==> config.mk <==
export PLATFORM = sky130hd
export DESIGN_NAME = voice_mixer
export DESIGN_NICKNAME = d
export VERILOG_FILES = /design/src/rtl/voice_mixer_pkg.sv /design/src/rtl/voice_mixer_level_ramp.sv /design/src/rtl/voice_mixer.sv
export SDC_FILE = /design/constraint.sdc
export NUM_CORES = 1
export LEC_CHECK = 0
export CAP_MARGIN = 30
export CORE_MARGIN = 1.5
export CORE_UTILIZATION = 60
export DETAILED_ROUTE_END_ITERATION = 10
export GPL_ROUTABILITY_DRIVEN = 0
export GPL_TIMING_DRIVEN = 0
export PLACE_DENSITY = 0.75
export SLEW_MARGIN = 0
export SYNTH_ARGS = -nofsm -noshare
export SYNTH_HDL_FRONTEND = slang
export SYNTH_SLANG_ARGS = --single-unit
==> constraint.sdc <==
create_clock -name sample_clock -period 10 [get_ports sample_clock]
set_input_delay 3 -clock sample_clock [delete_from_list [all_inputs] [get_ports sample_clock]]
set_output_delay 3 -clock sample_clock [all_outputs]
set_load 0.1 [all_outputs]
==> src/rtl/voice_mixer_pkg.sv <==
// Shared audio constants and helpers for the voice path.
//   BITDEPTH / SAMPLEFREQ : sample format and rate of the synth audio chain
//   LEVEL_UNITY           : per-voice level code that means gain 1.0
//   MASTER_SHIFT          : fractional bits of the master volume gain
//   sat_bits()            : clamp a signed value to a signed 'bits'-wide range
package voice_mixer_pkg;
  localparam int BITDEPTH     = 14;
  localparam int SAMPLEFREQ   = 31250;
  localparam int LEVEL_UNITY  = 8;
  localparam int MASTER_SHIFT = 8;
  localparam int LEVEL_SHIFT  = $clog2(LEVEL_UNITY);
  localparam int MIX_SHIFT    = MASTER_SHIFT + LEVEL_SHIFT;

  // Saturate x to [-2^(bits-1), 2^(bits-1)-1].
  function automatic logic signed [31:0] sat_bits(input logic signed [31:0] x,
                                                  input int bits);
    logic signed [31:0] hi, lo;
    hi = (32'sd1 <<< (bits - 1)) - 32'sd1;
    lo = -(32'sd1 <<< (bits - 1));
    if (x > hi)      return hi;
    else if (x < lo) return lo;
    else             return x;
  endfunction
endpackage

==> src/rtl/voice_mixer_level_ramp.sv <==
// Per-voice level slew: eff_o walks one code per clock toward the target
// (0 when muted, else level_i), so level and mute changes never click.
//   sample_clock : sample-rate clock
//   reset        : synchronous, active-high; eff_o -> 0
//   level_i      : registered target level
//   mute_i       : registered mute, forces target to 0
//   eff_o        : current effective level
module level_ramp #(
  parameter int LEVELBITS = 4
) (
  input  logic                 sample_clock,
  input  logic                 reset,
  input  logic [LEVELBITS-1:0] level_i,
  input  logic                 mute_i,
  output logic [LEVELBITS-1:0] eff_o
);
  logic [LEVELBITS-1:0] eff_q, eff_d, target;

  always_comb begin
    target = mute_i ? '0 : level_i;
    eff_d  = eff_q;
    if (eff_q < target)      eff_d = eff_q + LEVELBITS'(1);
    else if (eff_q > target) eff_d = eff_q - LEVELBITS'(1);
  end

  always_ff @(posedge sample_clock) begin
    if (reset) eff_q <= '0;
    else       eff_q <= eff_d;
  end

  assign eff_o = eff_q;
endmodule

==> src/rtl/voice_mixer.sv <==
// Voice mixer: per-voice slewed level, sum, master volume, saturate.
// Pipeline: capture (k) -> level multiply (k+1) -> sum (k+2) -> master/clamp (k+3).
//   sample_clock  : sample-rate clock
//   reset         : synchronous, active-high; clears pipeline, ramps, clip
//   voices_in     : packed signed samples, voice i at [i*BITDEPTH +: BITDEPTH]
//   voice_level   : packed unsigned target levels, gain = level/8
//   voice_mute    : per-voice mute (target level forced to 0)
//   master_volume : master gain = (master_volume+1)/256
//   out           : saturated mixed sample
//   clip          : high on saturation and for CLIP_HOLD-1 clocks after
module voice_mixer #(
  parameter int NUM_VOICES = 4,
  parameter int BITDEPTH   = voice_mixer_pkg::BITDEPTH,
  parameter int LEVELBITS  = 4,
  parameter int CLIP_HOLD  = voice_mixer_pkg::SAMPLEFREQ
) (
  input  logic                           sample_clock,
  input  logic                           reset,
  input  logic [NUM_VOICES*BITDEPTH-1:0]  voices_in,
  input  logic [NUM_VOICES*LEVELBITS-1:0] voice_level,
  input  logic [NUM_VOICES-1:0]           voice_mute,
  input  logic [7:0]                      master_volume,
  output logic [BITDEPTH-1:0]             out,
  output logic                            clip
);
  import voice_mixer_pkg::*;

  localparam int PW = BITDEPTH + LEVELBITS + 1;          // per-voice product
  localparam int SW = PW + $clog2(NUM_VOICES);           // sum, cannot overflow
  localparam int MW = MASTER_SHIFT + 2;                  // signed (master+1)
  localparam int FW = SW + MW;                           // scaled sum
  localparam int CW = $clog2(CLIP_HOLD + 1);

  // Stage 0
  logic [NUM_VOICES-1:0][BITDEPTH-1:0]  voices_q;
  logic [NUM_VOICES-1:0][LEVELBITS-1:0] level_q;
  logic [NUM_VOICES-1:0]                mute_q;
  logic [7:0]                           mv0_q, mv1_q, mv2_q;
  logic [NUM_VOICES-1:0][LEVELBITS-1:0] eff;

  // Stage 1/2
  logic [NUM_VOICES-1:0][PW-1:0] prod_d, prod_q;
  logic signed [SW-1:0]          sum_d, sum_q;

  // Stage 3
  logic signed [MW-1:0]  mvp;
  logic signed [FW-1:0]  scaled;
  logic signed [31:0]    m32, sat32;
  logic                  clamp;
  logic [BITDEPTH-1:0]   out_d, out_q;
  logic [CW-1:0]         cnt_d, cnt_q;
  logic                  clip_d, clip_q;

  for (genvar g = 0; g < NUM_VOICES; g++) begin : g_voice
    logic signed [PW-1:0] p;

    level_ramp #(.LEVELBITS(LEVELBITS)) u_ramp (
      .sample_clock (sample_clock),
      .reset        (reset),
      .level_i      (level_q[g]),
      .mute_i       (mute_q[g]),
      .eff_o        (eff[g])
    );

    // Level is unsigned; the zero pad keeps level 15 positive.
    assign p = PW'($signed(voices_q[g])) * PW'($signed({1'b0, eff[g]}));
    assign prod_d[g] = p;
  end

  always_comb begin
    sum_d = '0;
    for (int i = 0; i < NUM_VOICES; i++)
      sum_d = sum_d + SW'($signed(prod_q[i]));
  end

  always_comb begin
    mvp    = $signed({2'b00, mv2_q}) + MW'(1);
    // >>> floors toward -inf, so -1 stays -1 and +1 becomes 0.
    scaled = (FW'(sum_q) * FW'(mvp)) >>> MIX_SHIFT;
    m32    = 32'(scaled);
    sat32  = sat_bits(m32, BITDEPTH);
    clamp  = (sat32 != m32);
    out_d  = sat32[BITDEPTH-1:0];
    clip_d = clamp || (cnt_q != '0);
    cnt_d  = cnt_q;
    if (clamp)              cnt_d = CW'(CLIP_HOLD - 1);
    else if (cnt_q != '0)   cnt_d = cnt_q - CW'(1);
  end

  always_ff @(posedge sample_clock) begin
    if (reset) begin
      voices_q <= '0;
      level_q  <= '0;
      mute_q   <= '0;
      mv0_q    <= '0;
      mv1_q    <= '0;
      mv2_q    <= '0;
      prod_q   <= '0;
      sum_q    <= '0;
      out_q    <= '0;
      cnt_q    <= '0;
      clip_q   <= 1'b0;
    end else begin
      voices_q <= voices_in;
      level_q  <= voice_level;
      mute_q   <= voice_mute;
      mv0_q    <= master_volume;
      mv1_q    <= mv0_q;
      mv2_q    <= mv1_q;
      prod_q   <= prod_d;
      sum_q    <= sum_d;
      out_q    <= out_d;
      cnt_q    <= cnt_d;
      clip_q   <= clip_d;
    end
  end

  assign out  = out_q;
  assign clip = clip_q;
endmodule

==> run metrics <==
final std cells w/o fill 3360; outcome finished, final reports clean; Clock Latency Late Sink about 0.57 ns; GRT overflow 0; Die Height around 210 µm; synthesized area roughly 0.024 mm²; Antenna Diode Count 0; Starting Density about three fifths; vias between 15000 and 20000; Cell variety after synth 79; slew margin rel. about a third; Clock Sinks between 200 and 250; Synth Flop Type dfxtp_1; Final Critical Period slightly below 9 ns; quantity of I/O buffers inserted on ports 99; vias in the first global route 18800; CTS tree done; Reg clk slew, reported paths around 0.060 ns; Tightest Pin Transition a little under 1 ns; dominant cell type by area after synthesis fa_1; WP data required ~10 ns; Hold Buf Count CTS 0; ys async rst share 0%; DRC violations left 0; initial DRC count roughly 780; die outline width approximately 210 µm; Syn Area/Cell 9.13 µm²; DR pass1 iterations 4; post-synth top area share between 20% and 30%; crit path DAT between 9 and 10 ns; max-slew violation count 0; critical path launch point type flip-flop; clk buf depth 3; std cell rows 73; RSZ-0062 raised after global routing false; CTS Buf Count 27; CTS Root Cell clkbuf_16; GRT Overall Usage 26.8%; largest net degree at the start of global routing 15; Syn Nets approximately 3300; number of placed I/O pins approximately 100; count of final setup violators 0; Hold Violations, Final 0; slowest stage delay, CP roughly 0.55 ns; Yosys reg bits 243; Fin Setup TNS 0 ns; Worst Hold Class reg2reg; max-cap viol count 0; leakage power 13.8 nW; Critical-path top delay cell fa_1; most frequent cells in the layout inv_1 (467), fa_1 (315), ha_1 (256); Syn-to-layout area delta 10.7%; VDD IR-drop max ~150 µV; beginning of the critical path mv2_q[0]; Placed Instances approximately 3300; # nets final 3472; Syn Inst Count between 2000 and 3000; CP endpoint kind flip-flop; Most common cell on crit path fa_1; wire per inst about 16 µm; kind of critical path reg2reg; CP max FO 10; max frequency around 120 MHz; Crit Reg-Reg Startpoint mv2_q[0]; H-tree levels 1; Post-synth EDFFs 0; first-pass GRT wire length 90200 µm; hold_sp mv0_q[6]; Core Region ~0.04 mm²; pwr dens about 200 mW/mm²; Resized Gates After CTS 0; drt total wl between 50000 and 60000 µm; Layout Utilization between 60 and 70%; fraction of layout cells with a size suffix above 1 between 2 and 3%; Die Area approximately 0.042 mm²; antenna viol nets, final 0; Vias/cell around 5.4; post-CTS setup buffer count 0; initial antenna violation count 0; fin crit share 86.6%; commonest non-fill, non-tap cell in the layout inv_1; Synth warnings 0; sequential cell area fraction in the yosys report between 10% and 20%; clk_skew between 0.02 and 0.025 ns; top post-synthesis cells by area fa_1 (26%), dfxtp_1 (20%), ha_1 (13%); DP HPWL between 40000 and 50000 µm
layout make-up:
cell class              instances  area (µm²)
plain buffers                  74         300
clock buffers                  33         698
clock inverters                16         213
fillers                      3224       12900
inverters                     468        1760
multi-input cells            1897       17600
flip-flops and latches        243        4860
well taps                     525         657
repair buffers                104        1060
state kept, by name (all words and copies together) (netlist names):
register and cells:
prod_q 76, voices_q 56, sum_q 21, g_voice.u_ramp.eff_o 16, level_q 16, cnt_q 15, out 14, mv0_q 8
mv1_q 8, mv2_q 8, mute_q 4, clip 1
stage by stage:
| step | setup slack (ns) | area (µm²) | total power [mW] | hold slack, ns |
|---|---|---|---|---|
| final | 1.34 | 27100 | 5.53 | 0.437 |
| after global routing | 0.817 | 27100 | 6.02 | 0.449 |
| after CTS | 1.36 | 27100 | 5.56 | 0.440 |
| after detailed placement | 1.37 | 26200 | 4.51 | 0.426 |
| after global placement | 1.52 | 26100 | 4.40 | 0.425 |
| after floorplan | 2.76 | 24500 | 3.74 | 0.414 |
synth_stat cells (all sizes together), types with 8 or more instances:
cell and count:
or3 10, nor3 34, nor2 136, nor4 10, buf 10, and2 247, nand3 37, o21a 10
nor2b 152, o31a 12, a31oi 9, nand4 11, dfxtp 243, clkbuf 64, a21o 36, ha 256
nand2 183, xnor2 83, nand2b 43, o21bai 8, xor2 45, o21ai 45, and3 25, a211oi 19
inv 467, fa 315, a21oi 72
power breakdown:
group | internal (mW) | leakage, nW | switching, mW
clock network | 0.605 | 0.435 | 0.416
registers | 1.18 | 2.01 | 0.251
logic | 1.27 | 11.3 | 1.81
total | 3.06 | 13.8 | 2.48
kinds of logic after synthesis:
| family | count (synthesis) | synth area share, % |
|---|---|---|
| AND/OR/NAND/NOR | 921 | 20.3 |
| multiplexers | 7 | 0.286 |
| XOR/XNOR | 128 | 4.61 |
| buffers and inverters | 542 | 8.40 |
| adder cells (fa/ha/maj) | 571 | 38.8 |
| AO/OA/AOI/OAI | 270 | 7.73 |
| flip-flops | 243 | 19.9 |
per-layer routing:
layer,global-route usage [%],share of wire [%],routed length (µm)
met1,32.4,41,22400
met3,2.61,4.1,2220
met2,48.8,50,27100
met4,10.8,4.2,2250
met5,0,0,0
worst paths after layout:
check | endpoint | slack [ns] | depth (start not counted)
setup / recovery | cnt_q[6] | 1.34 | 28
hold / removal | mv1_q[6] | 0.44 | 1
setup reg to reg | cnt_q[6] | 1.34 | 28
hold reg to reg | mv1_q[6] | 0.44 | 1
worst max-delay path: cells and delay by family (launching register included):
kind | cells | cell delay [ns]
adders and majority gates | 7 | 3.28
DFF | 1 | 0.46
AOI/OAI and AO/OA | 6 | 1.31
xor gates and xnor gates | 2 | 0.72
and+or+nand+nor | 6 | 1.37
buffers and inverters | 7 | 1.36
No activity file was read; power rests on OpenSTA's default activity.
